$ cat config.mk
export PLATFORM = sky130hd
export DESIGN_NAME = calc_display_rx
export DESIGN_NICKNAME = d
export VERILOG_FILES = /design/src/rtl/calc_display_rx_pkg.sv /design/src/rtl/calc_display_rx_seg7_enc.sv /design/src/rtl/calc_display_rx.sv
export SDC_FILE = /design/constraint.sdc
export NUM_CORES = 1
export LEC_CHECK = 0
export BUFFER_PORTS_ARGS = -buffer_cell sky130_fd_sc_hd__buf_4
export CELL_PAD_IN_SITES_DETAIL_PLACEMENT = 0
export CELL_PAD_IN_SITES_GLOBAL_PLACEMENT = 1
export CORE_UTILIZATION = 52
export DETAILED_ROUTE_END_ITERATION = 12
export GPL_TIMING_DRIVEN = 0
export PLACE_DENSITY_LB_ADDON = 0.1
export SETUP_SLACK_MARGIN = 0.15
export SLEW_MARGIN = 30
export SYNTH_ARGS = -nofsm -noshare
export SYNTH_HDL_FRONTEND = slang
export SYNTH_SLANG_ARGS = --single-unit
export TNS_END_PERCENT = 5
$ cat constraint.sdc
create_clock -name clock -period 5.9 [get_ports clock]
set_input_delay 0.59 -clock clock [delete_from_list [all_inputs] [get_ports clock]]
set_output_delay 0.59 -clock clock [all_outputs]
set_load 0.005 [all_outputs]
$ cat src/rtl/calc_display_rx_pkg.sv
// Shared types and constants for the calculator display receiver:
// FSM states, sender status codes and active-low 7-segment patterns.
package calc_display_rx_pkg;

  typedef enum logic [1:0] {
    IDLE,
    CAPTURE,
    COMMIT,
    ERROR
  } state_e;

  typedef enum logic [1:0] {
    SEL_DIGIT,
    SEL_BLANK,
    SEL_E,
    SEL_R
  } segsel_e;

  localparam logic [1:0] ST_ERR   = 2'b00;
  localparam logic [1:0] ST_BUSY  = 2'b01;
  localparam logic [1:0] ST_READY = 2'b10;

  // Segment order is {g,f,e,d,c,b,a}; a 0 lights the segment.
  localparam logic [6:0] SEG_0     = 7'b1000000;
  localparam logic [6:0] SEG_1     = 7'b1111001;
  localparam logic [6:0] SEG_2     = 7'b0100100;
  localparam logic [6:0] SEG_3     = 7'b0110000;
  localparam logic [6:0] SEG_4     = 7'b0011001;
  localparam logic [6:0] SEG_5     = 7'b0010010;
  localparam logic [6:0] SEG_6     = 7'b0000010;
  localparam logic [6:0] SEG_7     = 7'b1111000;
  localparam logic [6:0] SEG_8     = 7'b0000000;
  localparam logic [6:0] SEG_9     = 7'b0010000;
  localparam logic [6:0] SEG_BLANK = 7'b1111111;
  localparam logic [6:0] SEG_E     = 7'b0000110;
  localparam logic [6:0] SEG_R     = 7'b0101111;

  function automatic logic [6:0] bcdToSeg(input logic [3:0] code);
    logic [6:0] pattern;
    case (code)
      4'd0:    pattern = SEG_0;
      4'd1:    pattern = SEG_1;
      4'd2:    pattern = SEG_2;
      4'd3:    pattern = SEG_3;
      4'd4:    pattern = SEG_4;
      4'd5:    pattern = SEG_5;
      4'd6:    pattern = SEG_6;
      4'd7:    pattern = SEG_7;
      4'd8:    pattern = SEG_8;
      4'd9:    pattern = SEG_9;
      default: pattern = SEG_BLANK;
    endcase
    return pattern;
  endfunction

endpackage

$ cat src/rtl/calc_display_rx_seg7_enc.sv
// Combinational 7-segment encoder: BCD digit, blank, or the letters E / r.
module seg7_enc
  import calc_display_rx_pkg::*;
(
  input  logic [3:0] code_i,
  input  segsel_e    sel_i,
  output logic [6:0] seg_o
);

  always_comb begin
    seg_o = SEG_BLANK;
    case (sel_i)
      SEL_DIGIT: seg_o = bcdToSeg(code_i);
      SEL_E:     seg_o = SEG_E;
      SEL_R:     seg_o = SEG_R;
      default:   seg_o = SEG_BLANK;
    endcase
  end

endmodule

$ cat src/rtl/calc_display_rx.sv
// Receives BCD digits from a sender into a shadow frame, commits whole frames
// to the display buffer and scans them onto a multiplexed 8-digit display.
module calc_display_rx
  import calc_display_rx_pkg::*;
#(
  parameter int SCAN_DIV = 16,
  parameter bit BLANK_LZ = 1'b1
) (
  input  logic       clock,
  input  logic       reset,
  input  logic [1:0] status,
  input  logic [3:0] data,
  input  logic [3:0] pos,
  output logic [7:0] an,
  output logic [6:0] seg,
  output logic       frame_done,
  output logic       err
);

  localparam int DIV_W = (SCAN_DIV > 1) ? $clog2(SCAN_DIV) : 1;

  state_e           state_q, state_d;
  logic [7:0][3:0]  shadow_q, shadow_d;
  logic [7:0][3:0]  dispBuf_q, dispBuf_d;
  logic [7:0]       mask_q, mask_d;
  logic             frameDone_q, frameDone_d;
  logic [DIV_W-1:0] div_q, div_d;
  logic [2:0]       idx_q, idx_d;
  logic [7:0]       an_q, an_d;
  logic [6:0]       seg_q, seg_d;

  logic             captureEn;
  logic [7:0]       zeroFrom;
  logic [3:0]       encCode;
  segsel_e          encSel;

  assign captureEn = (status == ST_BUSY) && !pos[3];

  // Error status outranks everything, so it is tested first in every state.
  always_comb begin
    state_d     = state_q;
    shadow_d    = shadow_q;
    mask_d      = mask_q;
    dispBuf_d   = dispBuf_q;
    frameDone_d = 1'b0;
    case (state_q)
      IDLE: begin
        if (status == ST_ERR) begin
          state_d = ERROR;
        end else if (captureEn) begin
          shadow_d[pos[2:0]] = data;
          mask_d[pos[2:0]]   = 1'b1;
          state_d            = CAPTURE;
        end
      end
      CAPTURE: begin
        if (status == ST_ERR) begin
          state_d = ERROR;
        end else if (captureEn) begin
          shadow_d[pos[2:0]] = data;
          mask_d[pos[2:0]]   = 1'b1;
        end else if (status == ST_READY && mask_q != 8'd0) begin
          state_d = COMMIT;
        end
      end
      COMMIT: begin
        if (status == ST_ERR) begin
          state_d = ERROR;
        end else begin
          dispBuf_d   = shadow_q;
          mask_d      = 8'd0;
          frameDone_d = 1'b1;
          state_d     = IDLE;
        end
      end
      ERROR:   state_d = ERROR;
      default: state_d = IDLE;
    endcase
  end

  always_comb begin
    div_d = div_q + DIV_W'(1);
    idx_d = idx_q;
    if (div_q == DIV_W'(SCAN_DIV - 1)) begin
      div_d = '0;
      idx_d = idx_q + 3'd1;
    end
  end

  // an and seg are derived from next-state values so both register on the same edge.
  always_comb begin
    zeroFrom    = 8'd0;
    zeroFrom[7] = (dispBuf_d[7] == 4'd0);
    for (int i = 6; i >= 0; i--) begin
      zeroFrom[i] = (dispBuf_d[i] == 4'd0) && zeroFrom[i+1];
    end
    encCode = dispBuf_d[idx_d];
    encSel  = SEL_DIGIT;
    if (state_d == ERROR) begin
      case (idx_d)
        3'd0, 3'd1: encSel = SEL_R;
        3'd2:       encSel = SEL_E;
        default:    encSel = SEL_BLANK;
      endcase
    end else if (BLANK_LZ && idx_d != 3'd0 && zeroFrom[idx_d]) begin
      encSel = SEL_BLANK;
    end
    an_d = ~(8'h01 << idx_d);
  end

  seg7_enc u_seg7_enc (
    .code_i(encCode),
    .sel_i (encSel),
    .seg_o (seg_d)
  );

  always_ff @(posedge clock or posedge reset) begin
    if (reset) begin
      state_q     <= IDLE;
      shadow_q    <= '0;
      dispBuf_q   <= '0;
      mask_q      <= 8'd0;
      frameDone_q <= 1'b0;
      div_q       <= '0;
      idx_q       <= 3'd0;
      an_q        <= 8'hFE;
      seg_q       <= SEG_0;
    end else begin
      state_q     <= state_d;
      shadow_q    <= shadow_d;
      dispBuf_q   <= dispBuf_d;
      mask_q      <= mask_d;
      frameDone_q <= frameDone_d;
      div_q       <= div_d;
      idx_q       <= idx_d;
      an_q        <= an_d;
      seg_q       <= seg_d;
    end
  end

  assign an         = an_q;
  assign seg        = seg_q;
  assign frame_done = frameDone_q;
  assign err        = (state_q == ERROR);

endmodule
==> reports/summary.txt <==
layout cells sized above 1: 26.7%
row cnt: 33
CTS Buffer Depth: 2
Most used DFF post-synth: dfrtp_1
CP cell instances: ha_1, and3_1, buf_6, xnor2_4, mux4_1, nand2_1, a22o_1, inv_1, ha_1, or4_4, o21ai_2, a21oi_2
clk sinks: 97
RSZ-0062 raised after global routing: no
Via density: 5.84
Reg2Reg Setup Slack: 2490 ps
simple-gate share of the synthesized area: 13.3%
largest family of logic cells by synthesized area: multiplexers
Top Ports: 29
WL final: 10300 um
Yosys Warn Count: 0
clock slew at reported path FFs: 90 ps
Final Setup Violations: 0
Crit path top cell by count: ha_1
status: completed
mux contribution to synthesized area: 16.5%
worst clock skew: 5.71 ps
postcts setup bufs: 0
Leak Pwr: 2.62 nW
CP required: 6190 ps
DR iter-0 viols: 189
CP Launch Type: flop
largest net degree at the start of global routing: 70
WL per Instance: 18.5 um
DP HPWL: 7460 um
Post-synth EDFFs: 0
drt first pass iters: 4
Hold Fails Final Rpt: 0
CP endpoint: seg[6]$_DFF_PP1_
Mapped Nets: 423
fmax: 294 MHz
Die W: 96.2 um
worst reg2reg path startpoint: div_q[0]$_DFF_PP0_
TritonCTS clock tree: built
Worst R2R End: seg[6]$_DFF_PP1_
CTS Buf Count: 9
CP Capture Type: flop
critical path depth: 12
Max FO, Critical Path: 7
Async SR Flop Fraction: 100%
reg2reg path depth: 12
Slew Viols, Final: 0
adder-cell share of the synthesized area: 1.63%
Die Ht: 96.2 um
final worst-path cycle share: 57.7%
relative slew slack: 55.3%
xor/xnor share of the synthesized area: 1.17%
vias in the first global route: 3140
Post-DRT Antenna Nets: 0
Peak supply drop: 159 uV
GRT Total Usage: 25.0%
first-pass GRT wire length: 16900 um
Setup crit start: div_q[0]$_DFF_PP0_
hold_buf cts: 0
most common library cell in the layout ignoring fill and taps: dfrtp_1
Placement Setup Slack: 2170 ps
DIE AREA: 9250 um2
Vias: 3241
complex-gate fraction of the synthesized area: 11.0%
clock insertion delay at the later pin of the skew report: 360 ps
H-tree Lvls: 3
PortBufs: 28
Final nets: 463
fill count: 708
antenna violations before repair: 0
initial core utilization: 55.0%
Synth-to-Final Area Change: 13.1%
Max Cap Viol: 0
Final TNS setup: 0 ps
post-synth design cell area: 4610 um2
FF+latch count, synth: 97
CP delay by family, top: simple AND/OR/NAND/NOR gates
WP buf/inv: 2
routability congestion estimate from global placement: 0.813
Slew @ Worst Pin: 651 ps
cells after synthesis: 405
power density cells: 350 nW/um2
GRT overflow: 0
# DRC: 0
largest stage delay on the critical path: 660 ps
HP Class: in2async
syn_area_per_cell: 11.4 um2
count of different cell masters after synthesis: 65
Tmin final: 3410 ps
most frequent cells in the layout: dfrtp_1, nand2_1, mux2_2
sequential-to-total area share from yosys stat: 52.8%
final setup margin: 2490 ps
# resized after CTS: 0
Root Driver: clkbuf_8
Slowest cell on crit path: mux4_1
Arrival @ worst endpoint: 3700 ps
core area: 8380 um2
category of the most critical setup path: reg2reg
# diodes: 0
==> layout make-up <==
cell class                 count  area [um2]  area share (%)
buffer                        11        80.1            1.54
clock buffer                  13         139            2.66
clock inverter                 3        90.1            1.73
inverter                      22        90.1            1.73
multi-input combinational    275        2010            38.5
sequential                    97        2440            46.7
tap                          105         131            2.52
timing repair buffer          29         238            4.56
==> metal layers <==
layer / vias up / GRT usage (%) / routed length (um)
li1: 1532 / - / -
met3: 13 / 4.34 / 456
met2: 73 / 40.1 / 5000
met1: 1623 / 34.5 / 4690
met4: 0 / 7.84 / 141
met5: - / 0 / 0
==> flip-flops by register name (all words and copies together) (netlist names) <==
name	flops
dispBuf_q	32
shadow_q	32
an	8
mask_q	8
seg	7
div_q	4
idx_q	3
state_q	2
frame_done	1
==> cells by family (layout without fill, tap and decap cells) <==
| group | count (synthesis) | after routing |
|---|---|---|
| buffers and inverters | 33 | 78 |
| DFF | 97 | 97 |
| xor gates and xnor gates | 4 | 4 |
| and+or+nand+nor | 129 | 129 |
| muxes | 64 | 64 |
| AOI/OAI and AO/OA | 72 | 72 |
| adders and majority gates | 6 | 6 |
==> metrics by stage <==
| step | std cells | cell area, um2 | power [W] | hold WS (ps) | utilization [%] |
|---|---|---|---|---|---|
| detailed placement | 539 | 4990 | 0.00133 | 478 | 59.5 |
| floorplan | 405 | 4610 | 0.00118 | 451 | - |
| global route | 555 | 5220 | 0.00193 | 196 | 62.2 |
| CTS | 555 | 5220 | 0.00184 | 177 | 62.2 |
| finish | 555 | 5220 | 0.00182 | 169 | 62.2 |
| global placement | 538 | 4950 | 0.00132 | 472 | 59.1 |
==> worst min path at each step <==
stage	slack, ps	startpoint	end
final	170	reset	div_q[2]$_DFF_PP0_
after global routing	200	reset	div_q[2]$_DFF_PP0_
after global placement	470	div_q[0]$_DFF_PP0_	div_q[0]$_DFF_PP0_
after detailed placement	480	div_q[0]$_DFF_PP0_	div_q[0]$_DFF_PP0_
after CTS	180	reset	div_q[2]$_DFF_PP0_
after floorplan	450	div_q[0]$_DFF_PP0_	div_q[0]$_DFF_PP0_
==> power by group <==
part	total, W	internal, W	switching [W]
Combinational	0.000476	0.000216	0.000260
Clock	0.000505	0.000283	0.000222
Sequential	0.000843	0.000771	0.0000724
==> synth_stat cells, drive strengths merged, types with 3 or more instances <==
library cell	n	area [um2]
dfrtp	89	2230
nand2	58	225
mux2	43	488
nor2	21	78.8
o21ai	21	113
inv	20	77.6
a21oi	19	103
mux2i	17	170
nor4	11	68.8
dfstp	8	210
buf	7	65.1
nand3	7	35.0
ha	6	75.1
nor3	6	30.0
nor2b	5	31.3
a31oi	4	25.0
clkbuf	4	15.0
mux4	4	101
nand2b	4	25.0
or2	4	27.5
or4	4	33.8
o21a	3	22.5
o221a	3	33.8
xor2	3	26.3
(Power assumes the default switching activity.)
